==> config.mk <==
export PLATFORM = sky130hd
export DESIGN_NAME = mem_stage_lsu
export DESIGN_NICKNAME = d
export VERILOG_FILES = /design/src/rtl/mem_stage_lsu.sv
export SDC_FILE = /design/constraint.sdc
export NUM_CORES = 1
export LEC_CHECK = 0
export BUFFER_PORTS_ARGS = -buffer_cell sky130_fd_sc_hd__buf_4
export CORE_MARGIN = 4
export CORE_UTILIZATION = 54
export CTS_BUF_LIST = sky130_fd_sc_hd__clkbuf_4 sky130_fd_sc_hd__clkbuf_8 sky130_fd_sc_hd__clkbuf_16
export DETAILED_ROUTE_END_ITERATION = 10
export PLACE_DENSITY_LB_ADDON = 0.25
export SKIP_CTS_REPAIR_TIMING = 1
export SYNTH_ARGS = -nofsm -noshare
export SYNTH_HDL_FRONTEND = slang
export SYNTH_SLANG_ARGS = --single-unit
export TNS_END_PERCENT = 10
==> constraint.sdc <==
create_clock -name clk -period 5.15 [get_ports clk]
set_input_delay 0.2575 -clock clk [delete_from_list [all_inputs] [get_ports clk]]
set_output_delay 0.2575 -clock clk [all_outputs]
set_load 0.01 [all_outputs]
==> src/rtl/mem_stage_lsu.sv <==
// mem_stage_lsu: memory stage between Execute and WriteBack.
// Loads and stores go through a valid/ready request channel and a response-valid
// return channel. The stage aligns byte lanes, sign- or zero-extends load data and
// times out responses that never arrive. Non-memory ops reach WB one cycle after accept.
// Optional build macro: MEM_MISALIGN_TRAP_EN. When it is defined, misaligned loads and
// stores are trapped. When it is not defined, misaligned accesses are forced to natural
// alignment.
module mem_stage_lsu #(
    parameter int XLEN       = 32,
    parameter int ADDR_WIDTH = 32,
    parameter int TIMEOUT    = 64
) (
    input  logic                  clk,
    input  logic                  rst,
    // Execute side
    input  logic                  i_ex_valid,
    output logic                  o_ex_ready,
    input  logic [XLEN-1:0]       i_result,
    input  logic [XLEN-1:0]       i_data_store,
    input  logic [ADDR_WIDTH-1:0] i_pc,
    input  logic [2:0]            i_func3,
    input  logic [4:0]            i_rd,
    input  logic [6:0]            i_opcode,
    // WriteBack side
    output logic                  o_mem_vld,
    output logic [4:0]            o_wb_rd,
    output logic [6:0]            o_opcode,
    output logic [XLEN-1:0]       o_wb_data,
    output logic                  o_bus_err,
    output logic                  o_misalign,
    // Data-memory bus
    output logic                  o_req_vld,
    input  logic                  i_req_rdy,
    output logic                  o_wr_en,
    output logic [XLEN/8-1:0]     o_sel,
    output logic [ADDR_WIDTH-1:0] o_addr,
    output logic [XLEN-1:0]       o_wdata,
    input  logic                  i_rsp_vld,
    input  logic [XLEN-1:0]       i_rdata
);

    localparam int LANES = XLEN / 8;
    localparam int OFFW  = $clog2(LANES);
    localparam int TW    = (TIMEOUT < 2) ? 1 : $clog2(TIMEOUT + 1);

    localparam logic [6:0] OP_LOAD  = 7'b0000011;
    localparam logic [6:0] OP_STORE = 7'b0100011;
    localparam logic [6:0] OP_JAL   = 7'b1101111;
    localparam logic [6:0] OP_JALR  = 7'b1100111;

    // The last count value before a silent response is declared a bus error.
    localparam logic [TW-1:0] CNT_LAST = TW'((TIMEOUT == 0) ? 0 : TIMEOUT - 1);

    typedef enum logic [1:0] {
        IDLE = 2'd0,
        REQ  = 2'd1,
        RSP  = 2'd2
    } state_t;

    state_t state_reg, state_next;

    // Holding registers for the access in flight
    logic                  wr_en_reg;
    logic [LANES-1:0]      sel_reg;
    logic [ADDR_WIDTH-1:0] addr_reg;
    logic [XLEN-1:0]       wdata_reg;
    logic [OFFW-1:0]       off_reg;
    logic [2:0]            func3_reg;
    logic [4:0]            rd_reg;
    logic [6:0]            opcode_reg;
    logic [TW-1:0]         cnt_reg;

    // Registered write-back outputs
    logic                  mem_vld_reg;
    logic [4:0]            wb_rd_reg;
    logic [6:0]            opcode_out_reg;
    logic [XLEN-1:0]       wb_data_reg;
    logic                  bus_err_reg;
    logic                  misalign_reg;

    // Decode of the incoming instruction
    logic                  accept;
    logic                  is_mem;
    logic                  is_jump;
    logic                  misaligned;
    logic [ADDR_WIDTH-1:0] addr_in;
    logic [OFFW-1:0]       off_in;
    logic [OFFW-1:0]       size_mask;
    logic [OFFW-1:0]       eff_off;
    logic [LANES-1:0]      byte_mask;
    logic [LANES-1:0]      sel_calc;
    logic [XLEN-1:0]       wdata_calc;
    logic [XLEN-1:0]       pc_plus4;
    logic [XLEN-1:0]       load_shift;
    logic [XLEN-1:0]       load_ext;
    logic                  timeout_hit;

    assign accept  = i_ex_valid && (state_reg == IDLE);
    assign is_mem  = (i_opcode == OP_LOAD) || (i_opcode == OP_STORE);
    assign is_jump = (i_opcode == OP_JAL) || (i_opcode == OP_JALR);
    assign addr_in = ADDR_WIDTH'(i_result);
    assign off_in  = addr_in[OFFW-1:0];
    assign pc_plus4 = XLEN'(i_pc + ADDR_WIDTH'(4));

    // Access size: low-offset mask, lane mask and store-data replication
    always_comb begin
        size_mask  = '0;
        byte_mask  = '0;
        wdata_calc = i_data_store;
        case (i_func3[1:0])
            2'd0: begin
                size_mask  = '0;
                byte_mask  = LANES'(1);
                wdata_calc = {LANES{i_data_store[7:0]}};
            end
            2'd1: begin
                size_mask  = OFFW'(1);
                byte_mask  = LANES'(3);
                wdata_calc = {(LANES/2){i_data_store[15:0]}};
            end
            2'd2: begin
                size_mask  = OFFW'(3);
                byte_mask  = LANES'(15);
                wdata_calc = {(LANES/4){i_data_store[31:0]}};
            end
            default: begin
                size_mask  = OFFW'(7);
                byte_mask  = LANES'(255);
                wdata_calc = i_data_store;
            end
        endcase
    end

`ifdef MEM_MISALIGN_TRAP_EN
    // A misaligned memory access is reported to WB instead of reaching the bus.
    assign misaligned = is_mem && ((off_in & size_mask) != '0);
    assign eff_off    = off_in;
`else
    // Misaligned offsets are rounded down to the access size. No trap is raised.
    assign misaligned = 1'b0;
    assign eff_off    = off_in & ~size_mask;
`endif

    assign sel_calc = byte_mask << eff_off;

    // Load path: bring the addressed lane down to bit 0, then extend by func3
    assign load_shift = i_rdata >> {off_reg, 3'b000};

    // Sign- or zero-extension of the load data selected by func3
    always_comb begin
        load_ext = load_shift;
        case (func3_reg)
            3'b000:  load_ext = XLEN'($signed(load_shift[7:0]));
            3'b001:  load_ext = XLEN'($signed(load_shift[15:0]));
            3'b010:  load_ext = XLEN'($signed(load_shift[31:0]));
            3'b100:  load_ext = XLEN'(load_shift[7:0]);
            3'b101:  load_ext = XLEN'(load_shift[15:0]);
            3'b110:  load_ext = XLEN'(load_shift[31:0]);
            default: load_ext = load_shift;
        endcase
    end

    assign timeout_hit = (TIMEOUT != 0) && (cnt_reg == CNT_LAST);

    // State register
    always_ff @(posedge clk) begin
        if (rst) begin
            state_reg <= IDLE;
        end else begin
            state_reg <= state_next;
        end
    end

    // Next-state logic: IDLE -> REQ -> RSP -> IDLE for bus accesses
    always_comb begin
        state_next = state_reg;
        case (state_reg)
            IDLE: begin
                if (accept && is_mem && !misaligned) begin
                    state_next = REQ;
                end
            end
            REQ: begin
                if (i_req_rdy) begin
                    state_next = RSP;
                end
            end
            RSP: begin
                if (i_rsp_vld || timeout_hit) begin
                    state_next = IDLE;
                end
            end
            default: state_next = IDLE;
        endcase
    end

    // Capture the accepted op, run the response timer and build the WB pulse
    always_ff @(posedge clk) begin
        if (rst) begin
            wr_en_reg      <= 1'b0;
            sel_reg        <= '0;
            addr_reg       <= '0;
            wdata_reg      <= '0;
            off_reg        <= '0;
            func3_reg      <= '0;
            rd_reg         <= '0;
            opcode_reg     <= '0;
            cnt_reg        <= '0;
            mem_vld_reg    <= 1'b0;
            wb_rd_reg      <= '0;
            opcode_out_reg <= '0;
            wb_data_reg    <= '0;
            bus_err_reg    <= 1'b0;
            misalign_reg   <= 1'b0;
        end else begin
            mem_vld_reg  <= 1'b0;
            bus_err_reg  <= 1'b0;
            misalign_reg <= 1'b0;
            case (state_reg)
                IDLE: begin
                    if (accept) begin
                        wr_en_reg  <= (i_opcode == OP_STORE);
                        sel_reg    <= sel_calc;
                        addr_reg   <= {addr_in[ADDR_WIDTH-1:OFFW], {OFFW{1'b0}}};
                        wdata_reg  <= wdata_calc;
                        off_reg    <= eff_off;
                        func3_reg  <= i_func3;
                        rd_reg     <= i_rd;
                        opcode_reg <= i_opcode;
                        if (!is_mem || misaligned) begin
                            mem_vld_reg    <= 1'b1;
                            misalign_reg   <= misaligned;
                            wb_rd_reg      <= i_rd;
                            opcode_out_reg <= i_opcode;
                            if (misaligned) begin
                                wb_data_reg <= XLEN'(addr_in);
                            end else if (is_jump) begin
                                wb_data_reg <= pc_plus4;
                            end else begin
                                wb_data_reg <= i_result;
                            end
                        end
                    end
                end
                REQ: begin
                    if (i_req_rdy) begin
                        cnt_reg <= '0;
                    end
                end
                RSP: begin
                    cnt_reg <= cnt_reg + TW'(1);
                    if (i_rsp_vld) begin
                        mem_vld_reg    <= 1'b1;
                        wb_rd_reg      <= rd_reg;
                        opcode_out_reg <= opcode_reg;
                        wb_data_reg    <= wr_en_reg ? '0 : load_ext;
                    end else if (timeout_hit) begin
                        mem_vld_reg    <= 1'b1;
                        bus_err_reg    <= 1'b1;
                        wb_rd_reg      <= rd_reg;
                        opcode_out_reg <= opcode_reg;
                        wb_data_reg    <= '0;
                    end
                end
                default: ;
            endcase
        end
    end

    assign o_ex_ready = (state_reg == IDLE);
    assign o_req_vld  = (state_reg == REQ);
    assign o_wr_en    = wr_en_reg;
    assign o_sel      = sel_reg;
    assign o_addr     = addr_reg;
    assign o_wdata    = wdata_reg;
    assign o_mem_vld  = mem_vld_reg;
    assign o_wb_rd    = wb_rd_reg;
    assign o_opcode   = opcode_out_reg;
    assign o_wb_data  = wb_data_reg;
    assign o_bus_err  = bus_err_reg;
    assign o_misalign = misalign_reg;

endmodule

# After elaboration in Yosys (flattened, before gate mapping)
# Index checks and enable logic that the tools add are counted.
dict set report op_classes {
  n_addsub 2
  eq_ne 17
  n_shift 2
  n_mux 32
  bitwise_logic 3
  n_reduce_logical 15
}
# operator count
set op_table {}
lappend op_table {{2-to-1 mux 32 bit} 6}
lappend op_table {{case mux 32 bit (2 select lines)} 2}
lappend op_table {{case mux 32 bit (4 select lines)} 1}
lappend op_table {{2-to-1 mux 7 bit} 5}
lappend op_table {{adder 32 x 3 -> 32 bit, second input constant} 1}
lappend op_table {{right shift 32 x 5 -> 32 bit} 1}
lappend op_table {{case mux 7 bit (2 select lines)} 2}
lappend op_table {{2-to-1 mux 5 bit} 4}
lappend op_table {{equality test 7 x 6 -> 1 bit, second input constant} 2}
lappend op_table {{equality test 7 bit, second input constant} 2}
lappend op_table {{case mux 5 bit (2 select lines)} 1}
lappend op_table {{case mux 4 bit (2 select lines)} 1}
lappend op_table {{adder 7 x 1 -> 7 bit, second input constant} 1}
lappend op_table {{equality test 7 x 2 -> 1 bit, second input constant} 1}
lappend op_table {{equality test 3 bit, second input constant} 2}
lappend op_table {{2-to-1 mux 2 bit} 3}
lappend op_table {{!= test 2 x 1 -> 1 bit, second input constant} 3}
lappend op_table {{case mux 2 bit (3 select lines)} 1}
lappend op_table {{equality test 2 x 1 -> 1 bit, second input constant} 2}
lappend op_table {{zero test 2 bit} 2}
lappend op_table {{2-to-1 mux 1 bit} 4}
lappend op_table {{!= test 2 bit, second input constant} 2}
lappend op_table {{case mux 2 bit (2 select lines)} 1}
lappend op_table {{AND reduction 2 bit} 2}
lappend op_table {{other kinds (15)} 19}
dict set report totals {
  register_bits 139
  input_bits 148
  word_cells 86
}

# Longest topological paths before layout
# Gate-level depths: netlist of the first run.
dict set report depth {
  depth_word 6
  ltp_mapped 8
  mapped_depth_nobuf 6
}

# Worst setup path before layout of the first run
# No wires, ideal clock.
dict set report synth_path {
  path_type {input-to-reg}
  from {input port i_pc[5]}
  to {register wb_data_reg[27], in the netlist o_wb_data[27]}
  t_arrival_ns 1.947
  setup_slack_ns 3.115
  cell_stages 7
  path_buffers 2
  cell_sequence {nand4_1 clkbuf_1 or4_1 buf_2 or4_1 a31o_1 a311oi_2}
}
dict set report synth_between {
  elab_chain_len 5
}
# item line_no
set synth_rtl {}
lappend synth_rtl {{start: declaration} 20} ;# input logic [ADDR_WIDTH-1:0] i_pc,
lappend synth_rtl {{adder 32 x 3 -> 32 bit} 103} ;# assign pc_plus4 = XLEN'(i_pc + ADDR_WIDTH'(4));
lappend synth_rtl {{2-to-1 mux 32 bit} 237} ;# end else if (is_jump) begin
lappend synth_rtl {{2-to-1 mux 32 bit} 230} ;# if (!is_mem || misaligned) begin
lappend synth_rtl {{2-to-1 mux 32 bit} 221} ;# if (accept) begin
lappend synth_rtl {{case mux 32 bit (2 select lines)} 219} ;# case (state_reg)
lappend synth_rtl {{end signal: assignment} 236} ;# wb_data_reg <= XLEN'(addr_in);
lappend synth_rtl {{end signal: assignment} 238} ;# wb_data_reg <= pc_plus4;
lappend synth_rtl {{end signal: assignment} 240} ;# wb_data_reg <= i_result;
lappend synth_rtl {{end: declaration} 77} ;# logic [XLEN-1:0] wb_data_reg;
# Every way passes these cells. The select of a mux whose other input is x is not followed.
# A chain may end at the register's enable or synchronous reset.

# Final worst setup path of the first run
dict set report layout_path {
  from {register state_reg[1]}
  to {register wb_data_reg[30], in the netlist o_wb_data[30]}
}
dict set report layout_between {
  elab_chain_len 4
  word_cells_on_any_way 9
}
# item line_no
set layout_rtl {}
lappend layout_rtl {{start: declaration} 60} ;# state_t state_reg, state_next;
lappend layout_rtl {{start signal: assignment} 170} ;# state_reg <= state_next;
lappend layout_rtl {{zero test 2 bit} {98, 219}}
lappend layout_rtl {{logical AND 1 bit} 98} ;# assign accept = i_ex_valid && (state_reg == IDLE);
lappend layout_rtl {{!= test 2 x 1 -> 1 bit (no line)} --}
lappend layout_rtl {{AND reduction 4 bit (no line)} --}
# Parallel ways exist; a longest one is shown, timed or not.

==> flow_summary.toml, run 1 <==
[status]
outcome = "completed"

[layout]
fillerInstances = 952
layout_common_cells = "buf_4 (270), nand2_1 (192), dfxtp_1 (139)"
diodes = 0
fin_nets = 1290
final_common_cell = "buf_4"
drive_gt1_share_pct = 28.2
area_growth_pct = 35.9
finalInstanceArea_um2 = 9660

[place]
io_buffers = 262
gp_congestion = 0.925
dp_hpwl_mm = 17.8
place_area_um2 = 9090

[critical_path]
startpoint = "state_reg[1]$_SDFFE_PP0P_"
worstSetupPathType = "flop to flop"
crit_path_end_kind = "flop"
r2r_slack_ps = 2150
crit_required_ps = 5480
r2r_start = "state_reg[1]$_SDFFE_PP0P_"
critPathCapture = "o_wb_data[30]$_SDFFE_PP0P_"
worstReg2RegEnd = "o_wb_data[30]$_SDFFE_PP0P_"
arrival_ps = 3330
startpoint_type = "flop"
cp_max_fo = 18
r2r_cells = 5

[synth]
synth-seq-cells = 139
ys_seq_area_share_pct = 39.1
synth_ff_type = "dfxtp_1"
synth-compound-area-share_pct = 24.7
synthArstFlopShare_pct = 0
syn_area_um2 = 7110
synth_top_area_share_pct = 39.1
synthXorXnorAreaFrac_pct = 1.48
yosys.area.top_type = "dfxtp_1"
synth_fa_ha_area_share_pct = 0.352
synth_cells = 928
synth_top_family_by_area = "compound AO/OA/AOI/OAI gates"
yosys_warnings = 0
yosys.area_share.simple_pct = 23.6
synth-edff-count = 0
ys_types = 60
muxShareOfSynthArea_pct = 5.93
avgSynthCellArea_um2 = 7.66
synthTopCellsByArea = "dfxtp_1 (39%), nand2_1 (10%), a21oi_1 (6.1%), nor2_1 (4.6%), mux2i_1 (4.5%)"

[sta]
drv_slew = 0
hold_slack_ps = 39.1
hold_violations = 0
rsz0062_at_grt = "no"
min_period_ps = 3000
fmax_mhz = 333
worstMarginPinSlew_ps = 1070
finClkSkew_ps = 4.93
fin_tns_setup_ps = 0
fin_crit_sh_pct = 58.3
setup_viol = 0
relSlewSlack_pct = 28.9

[job]
cap_violations = 0

[drt]
ant_nets = 0
drtIter0Drc = 966
dr.pass1.iters = 6
wl_per_cell_um = 18.7
drc = 0
viasPerCell = 5.99
vias = 7933
routed_wl_mm = 24.8

[grt]
antenna_found_initial = 0
track_usage_pct = 32.6
gr-total-overflow = 0
first_global_vias = 7344
grt_first_pass_wirelength_mm = 38.3
grt_start_max_net_pins = 102

[clocking]
ctsHtreeMaxLevel = 4
root_buffer = "clkbuf_16"
cts_buffer_depth = 2
clock_sinks = 139
clk_pin_slew_ps = 60
cts_made_buffers = 17
cts_tree = "built"
clock_latency_ps = 420

[power_and_ir_drop]
p_sw_share_pct = 26.5
p_per_area_nw_per_um2 = 298
ir_drop_uv = 249
power_switching_uw = 763
pwr-share-clk_pct = 41.4
p_leak_nw = 4.07
combPwrFrac_pct = 17.4
internal-power_mw = 2.11
seqPwrFrac_pct = 41.3

[die]
initial_core_util_pct = 55.7
io_pins = 266
fp.coreArea_um2 = 12800
die_x_um = 123
die-height_um = 123
fp.dieArea_um2 = 15100
rows = 41

[worst_hold_path]
hold_path_class = "primary input to flop"
hp-start = "i_rsp_vld"
==> per-stage QoR <==
stage / util (%) / setup WS [ps] / cells / power (mW)
after detailed placement: 71.1 / 2210 / 1293 / 1.70
after global routing: 75.6 / 1850 / 1325 / 2.98
final: 75.6 / 2150 / 1325 / 2.88
after global placement: 71.1 / 2330 / 1293 / 1.69
after CTS: 75.6 / 2190 / 1325 / 2.88
after floorplan: - / 3120 / 930 / 1.44
==> cell families (layout without fill, tap and decap cells) <==
group           count (synthesis)  after routing
compound gates                267            267
xor+xnor                       12             12
flops                         139            139
other cells                     1              3
simple gates                  381            381
buf+inv                        86            309
mux                            40             40
fa+ha+maj                       2              2
==> worst min-delay path by stage <==
stage | to | slack [ps] | depth (start not counted)
6_report | o_bus_err$_SDFF_PP0_ | 40 | 2
5_1_grt | o_bus_err$_SDFF_PP0_ | 30 | 2
4_1_cts | o_bus_err$_SDFF_PP0_ | 30 | 2
3_5_place_dp | o_addr[15]$_SDFFE_PP0P_ | 450 | 2
3_3_place_gp | o_addr[26]$_SDFFE_PP0P_ | 440 | 2
2_1_floorplan | o_bus_err$_SDFF_PP0_ | 340 | 1
==> cell usage after synthesis, types with 4 or more instances <==
library cell	instances
a211oi_1	34
o21ai_0	47
buf_1	4
a21oi_1	87
a221oi_1	6
o21a_1	10
nor4_1	6
nor2b_1	12
nand3_1	12
mux2i_1	32
clkbuf_1	69
nand2_1	193
a31o_1	5
or4_1	4
xnor2_1	5
a2bb2oi_1	7
nand4_1	8
or3_1	9
nor2_1	87
nor3_1	27
o221ai_1	9
dfxtp_1	139
inv_1	7
mux2_2	7
o32ai_1	9
xor2_1	7
o211ai_1	5
a311oi_1	24
==> critical path: stages, from the launching register on <==
cell,delay (ps)
dfxtp_1,510
nor4bb_4,950
nand3b_1,440
nor2_1,540
a211oi_1,160
o32ai_1,300
==> per-layer routing <==
metal / GRT usage (%) / part of all wire, % / up-vias
met5: 0 / 0 / -
met4: 13.5 / 3.4 / 0
met3: 10.6 / 12 / 69
met2: 50.9 / 47 / 458
met1: 41.5 / 38 / 3653
li1: - / - / 3753
==> power groups by stage <==
stage | sequential [mW] | combinational [mW] | clock (mW)
2_1_floorplan | 1.23 | 0.209 | 0
4_1_cts | 1.19 | 0.496 | 1.20
5_1_grt | 1.19 | 0.545 | 1.24
3_5_place_dp | 1.21 | 0.494 | 0
3_3_place_gp | 1.21 | 0.486 | 0
6_report | 1.19 | 0.500 | 1.19
==> cell type report <==
type / count / area, um2 / area share (%)
Tap cell: 172 / 215 / 2.23
Inverter: 7 / 26.3 / 0.272
Sequential cell: 139 / 2780 / 28.8
Clock buffer: 25 / 510 / 5.28
Timing Repair Buffer: 270 / 2030 / 21.0
Clock inverter: 7 / 63.8 / 0.660
Multi-Input combinational cell: 705 / 4040 / 41.8
(Power assumes the default switching activity.)
==> inputs of run 2 (changes only) <==
--- a/config.mk
+++ b/config.mk
@@ -7,7 +7,7 @@
 export LEC_CHECK = 0
 export BUFFER_PORTS_ARGS = -buffer_cell sky130_fd_sc_hd__buf_4
 export CORE_MARGIN = 4
-export CORE_UTILIZATION = 54
+export CORE_UTILIZATION = 50
 export CTS_BUF_LIST = sky130_fd_sc_hd__clkbuf_4 sky130_fd_sc_hd__clkbuf_8 sky130_fd_sc_hd__clkbuf_16
 export DETAILED_ROUTE_END_ITERATION = 10
 export PLACE_DENSITY_LB_ADDON = 0.25
==> constraint.sdc (replaced) <==
create_clock -name clk -period 2.8 [get_ports clk]
set_input_delay 0.14 -clock clk [delete_from_list [all_inputs] [get_ports clk]]
set_output_delay 0.14 -clock clk [all_outputs]
set_load 0.01 [all_outputs]
==> flow_summary.toml, run 2 (synthesis gave the netlist of run 1 again) <==
[status]
outcome = "finished, violations left"
violations = "negative hold slack"

[power_and_ir_drop]
ir_drop_uv = 458
p_per_area_nw_per_um2 = 541
p_leak_nw = 4.27

[layout]
fillerInstances = 1103
final_util_pct = 73.1
area_growth_pct = 42.8
regArea_um2 = 2780
fin_nets = 1333
layout_common_cells = "buf_4 (276), nand2_1 (192), dfxtp_1 (139)"
final_common_cell = "buf_4"
multi_input_area_um2 = 4030
drive_gt1_share_pct = 27.8
diodes = 0

[place]
io_buffers = 262
pre_cts_ws_ps = 452
dp_hpwl_mm = 18.2
gp_congestion = 0.913

[die]
fp.dieArea_um2 = 16200
rows = 43
die-height_um = 127
die_x_um = 127
fp.coreArea_um2 = 13900
io_pins = 266
initial_core_util_pct = 51.2

[critical_path]
cp_cell_sequence = "dlygate4sd3_1 -> buf_4 -> nand3b_1 -> o41ai_1 -> o21a_1 -> buf_4 -> nor2_1 -> a311oi_1"
cpLargestDelayFamily = "compound AO/OA/AOI/OAI gates"
worstSetupPathType = "primary input to flop"
slowest_delay_ps = 650
critPathSlowestCell = "o41ai_1"
cpMostUsedCell = "buf_4"
crit_required_ps = 3120
arrival_ps = 2720
startpoint_type = "primary input"
crit_path_end_kind = "flop"
critical_path_buf_inv_count = 3
cp_max_fo = 27

[clocking]
cts_made_buffers = 17
clock_latency_ps = 420
root_buffer = "clkbuf_16"
clock_sinks = 139
cts_buffer_depth = 2
clk_pin_slew_ps = 60
ctsHtreeMaxLevel = 4
cts_tree = "built"

[drt]
drtIter0Drc = 848
vias = 8070
dr.pass1.iters = 5
drc = 0
routed_wl_mm = 26.0
viasPerCell = 5.86
wl_per_cell_um = 18.9
ant_nets = 0

[sta]
finClkSkew_ps = 11.0
setup_slack_ps = 399
min_period_ps = 2400
fin_crit_sh_pct = 85.8
worstMarginPinSlew_ps = 1070
fin_tns_setup_ps = 0
setup_viol = 0
relSlewSlack_pct = 28.2
fmax_mhz = 416
hold_violations = 5
hold_slack_ps = -9.29
rsz0062_at_grt = "no"
drv_slew = 0

[grt]
grt_start_max_net_pins = 140
grt_first_pass_wirelength_mm = 39.7
antenna_found_initial = 0
first_global_vias = 7463
gr-total-overflow = 0
track_usage_pct = 30.8

[worst_hold_path]
hold_path_class = "primary input to flop"

[job]
cap_violations = 0
[run 2: area by class of cell]
class | instances | share of cell area, %
Sequential cell | 139 | 27.4
Multi-Input combinational cell | 705 | 39.7
Clock inverter | 13 | 1.63
Tap cell | 180 | 2.22
Clock buffer | 19 | 4.40
Inverter | 7 | 0.259
Timing Repair Buffer | 313 | 24.4
[run 2: final timing paths]
kind,start,endpoint,slack [ps],depth (start not counted)
max reg2reg,state_reg[1]$_SDFFE_PP0P_,o_wb_data[24]$_SDFFE_PP0P_,420,6
max,i_opcode[4],o_wb_data[16]$_SDFFE_PP0P_,400,8
min reg2reg,opcode_reg[4]$_SDFFE_PP0P_,opcode_reg[4]$_SDFFE_PP0P_,460,2
min,i_rd[2],rd_reg[2]$_SDFFE_PP0P_,-9,3
[run 2: worst register-to-register path, cell delays in order, from the launching register on]
cell and delay (ps):
dfxtp_1 470, nor4bb_4 330, buf_4 280, nand3b_1 280, nor2_1 490, a211oi_1 170, o32ai_1 280
[run 2: stage by stage]
step                total power [mW]  area [um2]  hold WS (ps)  std cells
floorplan                       2.64        7120           219        930
global placement                3.13        9200           349       1310
detailed placement              3.14        9200           346       1310
CTS                             5.47        9810         -98.6       1342
global route                    5.72       10200         -3.07       1376
finish                          5.50       10200         -9.29       1376
[run 2: metal layers]
metal  up-vias  part of all wire, %  global-route usage, %  wire length [um]
li1       3837                    -                      -                 -
met1      3735                   39                   38.9             10000
met2       444                   48                   48.5             12400
met3        54                   11                   10.2              2830
met4         0                  3.0                   13.0               784
met5         -                    0                      0                 0
[run 2: power by group]
group / leakage, nW / switching (mW) / internal, mW
registers: 1.15 / 0.0730 / 2.10
logic: 2.82 / 0.504 / 0.476
clock network: 0.295 / 0.898 / 1.44
total: 4.27 / 1.47 / 4.02
==> inputs of run 3 (changes only) <==
--- a/config.mk
+++ b/config.mk
@@ -10,8 +10,9 @@
 export CORE_UTILIZATION = 50
 export CTS_BUF_LIST = sky130_fd_sc_hd__clkbuf_4 sky130_fd_sc_hd__clkbuf_8 sky130_fd_sc_hd__clkbuf_16
 export DETAILED_ROUTE_END_ITERATION = 10
-export PLACE_DENSITY_LB_ADDON = 0.25
+export PLACE_DENSITY = 0.87
 export SKIP_CTS_REPAIR_TIMING = 1
+export SLEW_MARGIN = 40
 export SYNTH_ARGS = -nofsm -noshare
 export SYNTH_HDL_FRONTEND = slang
 export SYNTH_SLANG_ARGS = --single-unit
==> constraint.sdc (replaced) <==
create_clock -name clk -period 2.8 [get_ports clk]
set_input_delay 0.56 -clock clk [delete_from_list [all_inputs] [get_ports clk]]
set_output_delay 0.56 -clock clk [all_outputs]
set_load 0.01 [all_outputs]
==> flow_summary.toml, run 3 (synthesis gave the netlist of run 1 again) <==
[status]
outcome = "completed"

[place]
io_buffers = 262
dp_cells = 1316
gp_congestion = 0.956
dp_hpwl_mm = 18.8

[critical_path]
cp_max_fo = 40
crit_required_ps = 3140
worstSetupPathType = "flop to flop"
startpoint_type = "flop"
crit_path_end_kind = "flop"
arrival_ps = 2810

[grt]
first_global_vias = 7854
track_usage_pct = 31.4
grt_start_max_net_pins = 102
grt_first_pass_wirelength_mm = 40.7
gr-total-overflow = 0
antenna_found_initial = 0

[layout]
diodes = 0
drive_gt1_share_pct = 29.3
area_growth_pct = 39.0
layout_common_cells = "buf_4 (282), nand2_1 (192), dfxtp_1 (139)"
fin_nets = 1306
final_common_cell = "buf_4"
finalNonFillerCells = 1349

[die]
initial_core_util_pct = 51.2
die_x_um = 127
fp.coreArea_um2 = 13900
fp.dieArea_um2 = 16200
die-height_um = 127
rows = 43
io_pins = 266

[clocking]
clock_latency_ps = 430
cts_made_buffers = 17
cts_buffer_depth = 2
clock_sinks = 139
cts_tree = "built"
ctsHtreeMaxLevel = 4
clk_pin_slew_ps = 60
root_buffer = "clkbuf_16"

[sta]
hold_violations = 0
rsz0062_at_grt = "no"
fin_tns_setup_ps = 0
fmax_mhz = 404
relSlewSlack_pct = 46.3
min_period_ps = 2480
setup_viol = 0
finClkSkew_ps = 6.02
worstMarginPinSlew_ps = 802
drv_slew = 0
fin_crit_sh_pct = 88.4

[power_and_ir_drop]
internal-power_mw = 4.08
combPwrFrac_pct = 17.2
pwr-share-clk_pct = 43.5
p_per_area_nw_per_um2 = 561
seqPwrFrac_pct = 39.3
ir_drop_uv = 367
p_leak_nw = 4.16
power_switching_mw = 1.46
p_sw_share_pct = 26.4

[job]
cap_violations = 0

[drt]
viasPerCell = 6.04
routed_wl_mm = 26.3
vias = 8152
dr.pass1.iters = 5
wl_per_cell_um = 19.5
ant_nets = 0
drtIter0Drc = 905
drc = 0

[worst_hold_path]
hold_path_class = "primary input to flop"
==> run 3: changes by cell type in the layout (fill, tap and decap cells not counted), moves of 2 or more <==
cell	before	now
inv_6	3	1
dlygate4sd3_1	34	0
clkinv_2	3	1
buf_4	276	282
clkbuf_8	1	5
==> run 3: metrics by stage <==
stage / total power [mW] / setup WS (ps) / utilization [%] / area [um2] / hold slack (ps)
3_3_place_gp: 3.13 / 237 / 66.5 / 9240 / 442
6_report: 5.54 / 324 / 71.2 / 9890 / 335
4_1_cts: 5.53 / 169 / 71.1 / 9870 / 326
5_1_grt: 5.72 / 97.0 / 71.2 / 9890 / 340
3_5_place_dp: 3.15 / 153 / 66.6 / 9240 / 447
2_1_floorplan: 2.64 / 463 / - / 7120 / 437
==> run 3: routing by layer <==
metal | global-route usage [%] | vias to the layer above | share of wire (%)
met5 | 0 | - | 0
met4 | 15.1 | 0 | 5.0
met3 | 9.28 | 113 | 12
met2 | 51.4 | 516 | 46
met1 | 37.9 | 3740 | 37
li1 | - | 3783 | -
==> run 3: final timing paths <==
check / slack [ps] / to / from / cells past startpoint
max: 320 / o_opcode[6]$_SDFFE_PP0P_ / cnt_reg[0]$_SDFFE_PP0P_ / 7
min: 340 / o_bus_err$_SDFF_PP0_ / i_rsp_vld / 2
max reg2reg: 320 / o_opcode[6]$_SDFFE_PP0P_ / cnt_reg[0]$_SDFFE_PP0P_ / 7
min reg2reg: 450 / rd_reg[4]$_SDFFE_PP0P_ / rd_reg[4]$_SDFFE_PP0P_ / 2
==> run 3: layout make-up <==
type                       instances  area [um2]
sequential                       139        2780
clock buffer                      23         502
timing repair buffer             285        2170
tap                              180         225
multi-input combinational        706        4050
clock inverter                     9         134
inverter                           7        26.3
fill                            1124        4000
==> run 3: power by group through the flow <==
stage | combinational [mW] | clock [mW] | sequential (mW)
3_3_place_gp | 0.919 | 0 | 2.21
5_1_grt | 1.03 | 2.51 | 2.19
2_1_floorplan | 0.385 | 0 | 2.26
3_5_place_dp | 0.934 | 0 | 2.22
6_report | 0.952 | 2.41 | 2.18
4_1_cts | 0.941 | 2.42 | 2.18
==> run 3: critical path: stages (launching register included) <==
cell and delay [ps]:
dfxtp_1 370, ha_1 210, nand3_1 130, o31a_1 390, o21ai_4 440, buf_4 490
nor2_1 90, a311oi_1 260
